<file path="config.mk">
export PLATFORM = sky130hd
export DESIGN_NAME = ws2812_rx
export DESIGN_NICKNAME = d
export VERILOG_FILES = /design/src/rtl/ws2812_rx.sv
export SDC_FILE = /design/constraint.sdc
export NUM_CORES = 1
export LEC_CHECK = 0
export CAP_MARGIN = 20
export CORE_ASPECT_RATIO = 0.75
export CORE_MARGIN = 4
export CORE_UTILIZATION = 63
export CTS_BUF_LIST = sky130_fd_sc_hd__clkbuf_4 sky130_fd_sc_hd__clkbuf_8 sky130_fd_sc_hd__clkbuf_16
export CTS_CLUSTER_SIZE = 12
export DETAILED_ROUTE_END_ITERATION = 12
export GPL_TIMING_DRIVEN = 1
export PLACE_DENSITY = 0.85
export SLEW_MARGIN = 10
export SYNTH_ARGS = -nofsm -noshare
export SYNTH_HDL_FRONTEND = slang
export SYNTH_SLANG_ARGS = --single-unit
</file>
<file path="constraint.sdc">
create_clock -name clk -period 5.6 [get_ports clk]
set_input_delay 1.12 -clock clk [delete_from_list [all_inputs] [get_ports clk]]
set_output_delay 1.12 -clock clk [all_outputs]
set_load 0.02 [all_outputs]
</file>
<file path="src/rtl/ws2812_rx.sv">
// WS2812 NRZ pixel receiver: decodes the first 24 bits of a frame into a GRB word,
// forwards every later bit on dout, and latches the word after the line-low reset gap.
module ws2812_rx #(
  parameter int THRESH_CYC  = 30,
  parameter int MAXHIGH_CYC = 75,
  parameter int RESET_CYC   = 2500
) (
  input  logic        clk,
  input  logic        reset,
  input  logic        din,
  output logic        dout,
  output logic [23:0] grb,
  output logic        grb_valid,
  output logic        busy,
  output logic        err
);

  localparam int HW = $clog2(MAXHIGH_CYC + 1);
  localparam int LW = $clog2(RESET_CYC + 1);

  localparam logic [HW-1:0] HCNT_MAX = HW'(MAXHIGH_CYC);
  localparam logic [HW-1:0] HCNT_THR = HW'(THRESH_CYC);
  localparam logic [LW-1:0] LCNT_MAX = LW'(RESET_CYC);

  typedef enum logic [1:0] {
    S_IDLE,
    S_HIGH,
    S_LOW,
    S_ERR
  } state_t;

  state_t        state_q, state_d;
  logic          sync1_q, sync1_d;
  logic          din_s_q, din_s_d;
  logic          prev_q, prev_d;
  logic [1:0]    fill_q, fill_d;
  logic          armed_q, armed_d;
  logic [HW-1:0] hcnt_q, hcnt_d;
  logic [LW-1:0] lcnt_q, lcnt_d;
  logic [4:0]    bitcnt_q, bitcnt_d;
  logic [23:0]   shreg_q, shreg_d;
  logic          fwd_q, fwd_d;
  logic [23:0]   grb_q, grb_d;
  logic          grb_valid_q, grb_valid_d;
  logic          err_q, err_d;
  logic          dout_q, dout_d;

  logic          rise, fall, bit_val;
  logic [HW-1:0] hcnt_inc;
  logic [LW-1:0] lcnt_inc;

  // Synchronizer and edge detect. A line that is already high when reset releases
  // must not look like a rising edge, so edges are only honoured once din_s has
  // been genuinely observed low after the synchronizer has refilled.
  always_comb begin
    sync1_d = din;
    din_s_d = sync1_q;
    prev_d  = din_s_q;
    fill_d  = (fill_q == 2'd2) ? fill_q : fill_q + 2'd1;
    armed_d = armed_q | ((fill_q == 2'd2) & ~din_s_q);
  end

  assign rise     = din_s_q & ~prev_q & armed_q;
  assign fall     = ~din_s_q & prev_q;
  assign bit_val  = (hcnt_q >= HCNT_THR);
  assign hcnt_inc = (hcnt_q >= HCNT_MAX) ? HCNT_MAX : hcnt_q + 1'b1;
  assign lcnt_inc = (lcnt_q >= LCNT_MAX) ? LCNT_MAX : lcnt_q + 1'b1;

  always_comb begin
    state_d     = state_q;
    hcnt_d      = hcnt_q;
    lcnt_d      = lcnt_q;
    bitcnt_d    = bitcnt_q;
    shreg_d     = shreg_q;
    fwd_d       = fwd_q;
    grb_d       = grb_q;
    grb_valid_d = 1'b0;
    err_d       = 1'b0;

    unique case (state_q)
      S_IDLE: begin
        if (rise) begin
          state_d = S_HIGH;
          hcnt_d  = HW'(1);
        end
      end

      S_HIGH: begin
        // Over-long pulse: the frame is dropped at once so nothing more is forwarded.
        if ((fall && hcnt_q >= HCNT_MAX) || (!fall && hcnt_inc == HCNT_MAX)) begin
          err_d    = 1'b1;
          state_d  = S_ERR;
          hcnt_d   = '0;
          lcnt_d   = '0;
          bitcnt_d = '0;
          shreg_d  = '0;
          fwd_d    = 1'b0;
        end else if (fall) begin
          if (bitcnt_q < 5'd24) begin
            shreg_d  = {shreg_q[22:0], bit_val};
            bitcnt_d = bitcnt_q + 5'd1;
            if (bitcnt_q == 5'd23) fwd_d = 1'b1;
          end
          state_d = S_LOW;
          lcnt_d  = LW'(1);
        end else begin
          hcnt_d = hcnt_inc;
        end
      end

      S_LOW: begin
        // A rising edge beats the reset-gap expiry in the same cycle.
        if (rise) begin
          state_d = S_HIGH;
          hcnt_d  = HW'(1);
        end else if (lcnt_inc == LCNT_MAX) begin
          if (bitcnt_q == 5'd24) begin
            grb_d       = shreg_q;
            grb_valid_d = 1'b1;
          end else if (bitcnt_q != 5'd0) begin
            err_d = 1'b1;
          end
          state_d  = S_IDLE;
          hcnt_d   = '0;
          lcnt_d   = '0;
          bitcnt_d = '0;
          shreg_d  = '0;
          fwd_d    = 1'b0;
        end else begin
          lcnt_d = lcnt_inc;
        end
      end

      S_ERR: begin
        if (din_s_q) begin
          lcnt_d = '0;
        end else if (lcnt_inc == LCNT_MAX) begin
          state_d  = S_IDLE;
          lcnt_d   = '0;
          bitcnt_d = '0;
          shreg_d  = '0;
          fwd_d    = 1'b0;
        end else begin
          lcnt_d = lcnt_inc;
        end
      end

      default: state_d = S_IDLE;
    endcase

    dout_d = din_s_q & fwd_q;
  end

  always_ff @(posedge clk) begin
    if (reset) begin
      state_q     <= S_IDLE;
      sync1_q     <= 1'b0;
      din_s_q     <= 1'b0;
      prev_q      <= 1'b0;
      fill_q      <= 2'd0;
      armed_q     <= 1'b0;
      hcnt_q      <= '0;
      lcnt_q      <= '0;
      bitcnt_q    <= '0;
      shreg_q     <= '0;
      fwd_q       <= 1'b0;
      grb_q       <= '0;
      grb_valid_q <= 1'b0;
      err_q       <= 1'b0;
      dout_q      <= 1'b0;
    end else begin
      state_q     <= state_d;
      sync1_q     <= sync1_d;
      din_s_q     <= din_s_d;
      prev_q      <= prev_d;
      fill_q      <= fill_d;
      armed_q     <= armed_d;
      hcnt_q      <= hcnt_d;
      lcnt_q      <= lcnt_d;
      bitcnt_q    <= bitcnt_d;
      shreg_q     <= shreg_d;
      fwd_q       <= fwd_d;
      grb_q       <= grb_d;
      grb_valid_q <= grb_valid_d;
      err_q       <= err_d;
      dout_q      <= dout_d;
    end
  end

  assign dout      = dout_q;
  assign grb       = grb_q;
  assign grb_valid = grb_valid_q;
  assign err       = err_q;
  assign busy      = (state_q != S_IDLE);

endmodule

</file>
==> results of run 1 <==
cells by family (layout without fill, tap and decap cells):
| logic type | count (synthesis) | in the layout | synth area share, % |
|---|---|---|---|
| muxes | 27 | 27 | 6.52 |
| adders and majority gates | 11 | 11 | 3.29 |
| DFF | 84 | 84 | 40.2 |
| AOI/OAI and AO/OA | 116 | 116 | 17.9 |
| and+or+nand+nor | 198 | 198 | 26.5 |
| xor gates and xnor gates | 2 | 2 | 0.419 |
| buffers and inverters | 48 | 69 | 5.15 |
final timing paths:
| path | slack [ps] | from | to | cells after the start |
|---|---|---|---|---|
| worst max register to register | 1950 | hcnt_q[0] | shreg_q[4] | 9 |
| worst max-delay path | 1950 | hcnt_q[0] | shreg_q[4] | 9 |
| worst min-delay path | 440 | din_s_d | din_s_q | 1 |
| worst min register to register | 440 | din_s_d | din_s_q | 1 |
cells in the mapped netlist, drive strengths merged, types with 2 or more instances:
library cell  instances  area [µm²]
o21a                  2        15.0
nor2b                 8        50.1
nand4                 3        18.8
mux2                  2        22.5
and3                  7        43.8
o31ai                10        75.1
o311ai                4        35.0
or3                   5        31.3
buf                   8        63.8
a31o                  2        17.5
and2                  3        18.8
or4                  27         203
nand2                28         105
ha                   11         138
nor2                 45         169
o211ai                3        22.5
a31oi                 5        31.3
clkbuf               22        83.8
inv                  18        67.6
nor4                  5        46.3
o21ai                38         190
a41o                  2        20.0
o31a                  3        28.8
mux2i                25         250
nand3                17        85.1
and3b                 2        17.5
dfxtp                84        1680
nand2b               26         163
a211oi               11        95.1
a211o                 2        18.8
a21boi                2        15.0
or4b                  2        27.5
a21oi                25         125
nor3                 11        55.1
nand4b                3        26.3
per-layer routing:
metal / routed length, µm / share of wire (%)
met2: 4030 / 43
met3: 564 / 6.1
met5: 0 / 0
met4: 127 / 1.4
met1: 4570 / 49
power groups by stage:
stage / Clock [W] / Combinational, W / Sequential (W)
after global placement: 0 / 0.000227 / 0.000662
after global routing: 0.000531 / 0.000267 / 0.000656
after CTS: 0.000503 / 0.000235 / 0.000651
after floorplan: 0 / 0.000191 / 0.000657
after detailed placement: 0 / 0.000232 / 0.000664
final: 0.000495 / 0.000239 / 0.000651
worst max-delay path, stage by stage (launching register included):
cell,delay (ps)
dfxtp_1,470
inv_1,70
ha_1,310
or4b_4,510
a211oi_4,350
nor3_1,140
or3_1,690
nor2_1,490
buf_4,340
o21ai_0,150
metrics by stage:
step	setup WS [ps]	cell area (µm²)	total power [W]	std cells	hold slack [ps]
final	1950	4700	0.00139	588	444
after global routing	1670	4700	0.00145	588	448
after CTS	1990	4700	0.00139	588	445
after detailed placement	2030	4470	0.000896	572	450
after global placement	2130	4470	0.000888	572	421
after floorplan	2650	4180	0.000848	486	414
layout make-up:
class	count	area (µm²)
fillers	503	1680
clock inverters	6	93.8
flip-flops and latches	84	1680
repair buffers	35	333
clock buffers	10	138
inverters	18	67.6
well taps	81	101
multi-input cells	354	2280
sequential cells by signal, summed over array words and instances, names as in the netlist:
| register | count |
|---|---|
| dout | 1 |
| hcnt_q | 7 |
| grb | 24 |
| din_s_d | 1 |
| fill_q | 2 |
| err | 1 |
| grb_valid | 1 |
| lcnt_q | 12 |
| bitcnt_q | 5 |
| state_q | 2 |
| armed_q | 1 |
| shreg_q | 24 |
| fwd_q | 1 |
| prev_q | 1 |
| din_s_q | 1 |
==> metrics.txt, run 1 <==
CP Capture Type=register; Die Height=78.6 µm; layout cells sized above 1=7.10%; I/O Buffers=30; total grt overflow=0; most frequent cells in the layout=dfxtp_1, nor2_1, clkdlybuf4s50_1, nand2_1, or4_1; Max-Cap Viols=0; Synth cell types=58; GR Util met1=36.2%; Mapped Cells=486; Initial DRC Count=271; Via Count=3658; IO Pins=31; ant diodes=0; grt peak-use layer=met1; maximum clock rate=274 MHz; Post-synth EDFFs=0; leakage=1.57 nW; most common cell after layout, fill and taps aside=dfxtp_1; crit-path max FO=28; wire length per cell=15.8 µm; Slew HR=42.4%; Async S/R FF share, synth=0%; Worst Path Required=5830 ps; TritonCTS clock tree=built; Max Slew Vio Count=0; std cell rows=25; PD cells=295 nW/µm²; CTS clk-pin slew, worst paths=90 ps; kind of critical path=register to register; Syn Nets=500; Int Power=0.000970 W; Sink Count=84; DIE WIDTH=102 µm; nets=516; Yosys reg bits=84; Core ar.=6380 µm²; sequential fraction of design power=47.0%; Tmin final=3650 ps; CTS Root Cell=clkbuf_8; gpl congestion=0.884; CTS H-tree lvls=3; Area Growth Syn to Fin=12.4%; post-cts gate resize count=0; hpwl dp=6.10 mm; router iterations before antenna repair=5; worst slew pin tran=864 ps; switching share of total power=29.9%; initial antenna violation count=0; unrepaired setup endpoints after global routing=false; synth warn=0; Synth Cell Area=4180 µm²; GR met2 Demand/Resource=34.5%; Initial Util=65.5%; Total Wirelength=9.29 mm; met3 GRT Util=4.62%; maximum clock insertion buffer count=2; Avg Synthesized Cell Area=8.60 µm²; status=finished clean; Synth Flop Type=dfxtp_1; pin count of the biggest net entering global routing=59; register area share after synthesis=40.2%; die area=8020 µm²; Combinational Power Share=17.3%; final setup fails=0; clk_skew=14.0 ps; clk_lat worst skew=360 ps; antenna-violating nets left=0; CP arrival=3880 ps; TritonCTS buffer count=9; crit start category=register; final setup TNS=0 ps; first-pass GRT wire length=15.8 mm; DRC Markers=0; vias in the first global route=3259; total track usage=24.0%; Hold Crit Class=register to register; Final Cycle Share=65.1%; CTS Hold Bufs=0; fin util=73.6%; Clk pwr share=35.7%; vias per cell=6.22; Final Hold Viols=0; Setup Fix Bufs, Post-CTS=0; Psw=0.000415 W; Max IR drop VDD=0.245 mV
Note: power is estimated with default switching activity, not from simulation.
==> run 2: changes to the inputs <==
--- a/config.mk
+++ b/config.mk
@@ -8,12 +8,12 @@
 export CAP_MARGIN = 20
 export CORE_ASPECT_RATIO = 0.75
 export CORE_MARGIN = 4
-export CORE_UTILIZATION = 63
+export CORE_UTILIZATION = 53
 export CTS_BUF_LIST = sky130_fd_sc_hd__clkbuf_4 sky130_fd_sc_hd__clkbuf_8 sky130_fd_sc_hd__clkbuf_16
 export CTS_CLUSTER_SIZE = 12
 export DETAILED_ROUTE_END_ITERATION = 12
 export GPL_TIMING_DRIVEN = 1
-export PLACE_DENSITY = 0.85
+export PLACE_DENSITY = 0.76
 export SLEW_MARGIN = 10
 export SYNTH_ARGS = -nofsm -noshare
 export SYNTH_HDL_FRONTEND = slang
==> constraint.sdc (replaced) <==
create_clock -name clk -period 3.3 [get_ports clk]
set_input_delay 0.66 -clock clk [delete_from_list [all_inputs] [get_ports clk]]
set_output_delay 0.66 -clock clk [all_outputs]
set_load 0.02 [all_outputs]
==> run 2 against run 1 <==
  * Maximum frequency up 17%
  * Design area up 0.51%
  * Utilization decreased by 11 points
  * Hold slack improved by 7.5 ps
  * Wire length up 1.7%
  * Global-route usage shrank 3.0 points
  * Total power grew 59%
  * Via count up 1.2%
  * Clock skew decreased by 2.5 ps
==> metrics.txt, run 2 (synthesis results as in run 1) <==
status=finished clean; CTS Hold Bufs=0; fin util=63.0%; I/O Buffers=30; TritonCTS clock tree=built; first-pass GRT wire length=16.6 mm; router iterations before antenna repair=5; Tmin final=3110 ps; CP Capture Type=register; pin count of the biggest net entering global routing=63; clk_lat worst skew=370 ps; placed insts=598; Final Hold Viols=0; Cell Chain, Critical Path=ha_1, or4b_4, a211oi_4, nor3_1, or3_1, buf_4, or4_1, o21ai_1; Sink Count=84; antenna-violating nets left=0; crit-path max FO=27; Core ar.=7500 µm²; Max-Cap Viols=0; Max IR drop VDD=0.318 mV; total track usage=21.1%; worst slew pin tran=984 ps; die area=9390 µm²; final setup fails=0; most common cell after layout, fill and taps aside=dfxtp_1; Slew HR=34.4%; Layout fillers=679; maximum clock rate=321 MHz; Max Slew Vio Count=0; final setup TNS=0 ps; Initial Util=55.8%; vias per cell=6.04; Bufs and invs on worst path=1; unrepaired setup endpoints after global routing=false; leakage=1.57 nW; Die Height=84.9 µm; vias in the first global route=3439; nets=522; TritonCTS buffer count=9; Hold Crit Class=register to register; Initial DRC Count=319; kind of critical path=register to register; final hold slack=452 ps; IO Pins=31; Total Wirelength=9.45 mm; crit start category=register; ant diodes=0; clk_skew=11.5 ps; CP top delay family=simple AND/OR/NAND/NOR gates; Via Count=3701; total grt overflow=0; std cell rows=27; gpl congestion=0.926; PD cells=465 nW/µm²; wire length per cell=15.4 µm; maximum clock insertion buffer count=2; DIE WIDTH=111 µm; CTS Root Cell=clkbuf_8; most frequent cells in the layout=dfxtp_1, nor2_1, clkdlybuf4s50_1, nand2_1, or4_1; crit-path max cell delay=540 ps; Area Growth Syn to Fin=13.0%; CTS clk-pin slew, worst paths=80 ps; Worst Path Required=3600 ps; Final Cycle Share=94.3%; Design Power=0.00220 W; DRC Markers=0; initial antenna violation count=0; CP arrival=3420 ps; Critical Path Slowest Stage Cell=or4_1; hpwl dp=6.39 mm; layout cells sized above 1=8.20%; final instance count without filler cells=613; CTS H-tree lvls=3
run 2: cell types whose count changed in the layout (fill, tap and decap cells not counted), sizes merged:
cell | before | now
buf | 6 | 12
bufinv | 2 | 0
clkinv | 1 | 3
inv | 20 | 18
clkbuf | 10 | 11
run 2: metrics by stage:
step           area (µm²)  setup slack (ps)
6_report             4720               188
5_1_grt              4720              17.6
4_1_cts              4720               115
3_5_place_dp         4550               143
3_3_place_gp         4550               261
2_1_floorplan        4180               348
run 2: routing by layer:
layer / wire length [µm] / vias up / track usage [%]
li1: - / 1816 / -
met1: 4600 / 1753 / 29.8
met2: 4150 / 123 / 31.2
met3: 604 / 9 / 6.27
met4: 92 / 0 / 5.93
met5: 0 / - / 0
run 2: layout make-up:
class                           count  area [µm²]  share of cell area [%]
Clock buffer                       11         145                    3.07
Clock inverter                      4        26.3                   0.556
Inverter                           18        67.6                    1.43
Multi-Input combinational cell    354        2280                    48.4
Sequential cell                    84        1680                    35.6
Tap cell                          101         126                    2.68
Timing Repair Buffer               41         390                    8.26
run 2: final timing paths:
check,start,end,slack [ps],depth (start not counted)
max,hcnt_q[1],shreg_q[12],190,8
min,din_s_d,din_s_q,450,1
max reg2reg,hcnt_q[1],shreg_q[12],190,8
min reg2reg,din_s_d,din_s_q,450,1
run 2: repair_timing:
| item | in CTS | in global routing |
|---|---|---|
| gates resized for setup | 0 | 1 |
| setup endpoints to repair | 0 | 23 |
| buffers inserted | 0 | 0 |
run 2: worst register-to-register path, delay by kind of cell, from the launching register on:
family / cells / cell delay, ps
AND/OR/NAND/NOR: 4 / 1580
flip-flops: 1 / 480
AO/OA/AOI/OAI: 2 / 460
adder cells (fa/ha/maj): 1 / 310
buffers and inverters: 1 / 220
run 2: report_power, final:
part           internal [W]  switching (W)  total (W)
clock network      0.000297       0.000372   0.000669
logic              0.000151       0.000275   0.000425
registers           0.00106      0.0000465    0.00110
total               0.00151       0.000693    0.00220
==> run 3: changes to the inputs <==
--- a/config.mk
+++ b/config.mk
@@ -9,7 +9,7 @@
 export CORE_ASPECT_RATIO = 0.75
 export CORE_MARGIN = 4
 export CORE_UTILIZATION = 53
-export CTS_BUF_LIST = sky130_fd_sc_hd__clkbuf_4 sky130_fd_sc_hd__clkbuf_8 sky130_fd_sc_hd__clkbuf_16
+export CTS_BUF_LIST = sky130_fd_sc_hd__clkbuf_16
 export CTS_CLUSTER_SIZE = 12
 export DETAILED_ROUTE_END_ITERATION = 12
 export GPL_TIMING_DRIVEN = 1
==> run 3 against run 2 <==
  * Count of clock-buffer cells in the layout down 2
  * Die area unchanged
  * Register-to-register slack about the same
  * Wire length down 0.56%
  * Largest cell class unchanged
  * Highest routed layer unchanged
==> metrics.txt, run 3 (synthesis results as in run 1) <==
Total Wirelength=9.39 mm; gpl congestion=0.926; Tmin final=3110 ps; most frequent cells in the layout=dfxtp_1, nor2_1, clkdlybuf4s50_1, nand2_1, or4_1; met2 WL=4.11 mm; nets=522; most common cell after layout, fill and taps aside=dfxtp_1; DRC Markers=0; total track usage=21.2%; Via Count=3705; kind of critical path=register to register; Psw=0.000716 W; CTS clk-pin slew, worst paths=60 ps; Slew HR=34.7%; first-pass GRT wire length=16.7 mm; antenna-violating nets left=0; Hold Path Origin=din_s_d; Clk pwr share=37.0%; TritonCTS clock tree=built; Hold Crit Class=register to register; Max-Cap Viols=0; path depth of the worst reg2reg path=9; leakage=1.61 nW; wire length on met1=4.55 mm; pin count of the biggest net entering global routing=63; fin util=64.1%; layout cells sized above 1=7.81%; DIE WIDTH=111 µm; IO Pins=31; router iterations before antenna repair=5; wire length per cell=15.3 µm; maximum clock rate=321 MHz; TritonCTS buffer count=9; reg2reg end=shreg_q[12]; Int Power=0.00171 W; Core ar.=7500 µm²; status=finished clean; final setup fails=0; worst slew pin tran=980 ps; met3 WL=621 µm; clk_skew=8.12 ps; switching share of total power=29.5%; PD cells=504 nW/µm²; worst hold path cell count=1; CP Capture Type=register; crit-path max FO=27; vias per cell=6.04; die area=9390 µm²; CTS Hold Bufs=0; uppermost layer routed=met4; final instance count without filler cells=613; I/O Buffers=30; unrepaired setup endpoints after global routing=false; final hold slack=446 ps; Combinational Power Share=17.4%; Final Cell Area=4810 µm²; sequential fraction of design power=45.6%; CTS H-tree lvls=3; Area Growth Syn to Fin=15.1%; clk_lat worst skew=340 ps; vias in the first global route=3491; dpl cell area=4550 µm²; placed insts=598; maximum clock insertion buffer count=2; Die Height=84.9 µm; crit start category=register; total grt overflow=0; std cell rows=27; initial antenna violation count=0; Max IR drop VDD=0.352 mV; CTS Root Cell=clkbuf_16; Final Hold Viols=0; FF-to-FF setup slack=190 ps; reg2reg start=hcnt_q[0]; ant diodes=0; Max Slew Vio Count=0; Initial Util=55.8%; Worst Path Required=3570 ps; Sink Count=84; hold worst-path end=din_s_q; Initial DRC Count=264; Layout fillers=662; hpwl dp=6.39 mm; CP arrival=3380 ps; Final Cycle Share=94.3%; final setup TNS=0 ps
## run 3: changes by cell type in the layout (fill, tap and decap cells not counted)
| cell | before | now |
|---|---|---|
| clkbuf_16 | 0 | 9 |
| inv_1 | 18 | 19 |
| clkinv_1 | 0 | 1 |
| clkbuf_8 | 10 | 0 |
| clkbuf_4 | 1 | 0 |
## run 3: area by class of cell
class | instances | area [µm²] | share of cell area, %
well taps | 101 | 126 | 2.63
inverters | 18 | 67.6 | 1.40
multi-input cells | 354 | 2280 | 47.5
flip-flops and latches | 84 | 1680 | 35.0
repair buffers | 41 | 390 | 8.11
clock inverters | 6 | 33.8 | 0.702
clock buffers | 9 | 225 | 4.68
## run 3: per-stage QoR
| step | worst slack [ps] | power [W] |
|---|---|---|
| 6_report | 188 | 0.00242 |
| 5_1_grt | 24.2 | 0.00254 |
| 4_1_cts | 118 | 0.00244 |
| 3_5_place_dp | 143 | 0.00154 |
| 3_3_place_gp | 261 | 0.00152 |
| 2_1_floorplan | 348 | 0.00144 |
## run 3: power by group through the flow
stage	combinational, W	clock [W]	sequential (W)
2_1_floorplan	0.000324	0	0.00111
3_3_place_gp	0.000401	0	0.00112
3_5_place_dp	0.000416	0	0.00113
4_1_cts	0.000417	0.000915	0.00110
5_1_grt	0.000472	0.000958	0.00111
6_report	0.000422	0.000897	0.00111
## run 3: repair_timing
| item | CTS | global route |
|---|---|---|
| endpoints found under the hold margin | 0 | 0 |
| setup buffers | 0 | 0 |
| endpoints found under the setup margin | 0 | 23 |
| resized for setup | 0 | 1 |
## run 3: per-layer routing
layer,global-route usage (%),vias up
met2,31.6,131
li1,-,1815
met1,29.6,1747
met4,6.94,0
met5,0,-
met3,6.06,12
## run 3: worst max path at each step
stage	start	end
floorplan	hcnt_q[0]	bitcnt_q[1]
global placement	hcnt_q[0]	shreg_q[13]
detailed placement	hcnt_q[0]	shreg_q[12]
CTS	hcnt_q[0]	shreg_q[12]
global route	hcnt_q[0]	bitcnt_q[2]
finish	hcnt_q[0]	shreg_q[12]
## run 3: worst max-delay path, stage by stage, from the launching register on
cell and delay [ps]:
dfxtp_2 390, inv_1 60, ha_1 310, or4b_4 500, a211oi_4 360, o31ai_1 170
or3_1 360, buf_4 220, or4_1 540, o21ai_1 100
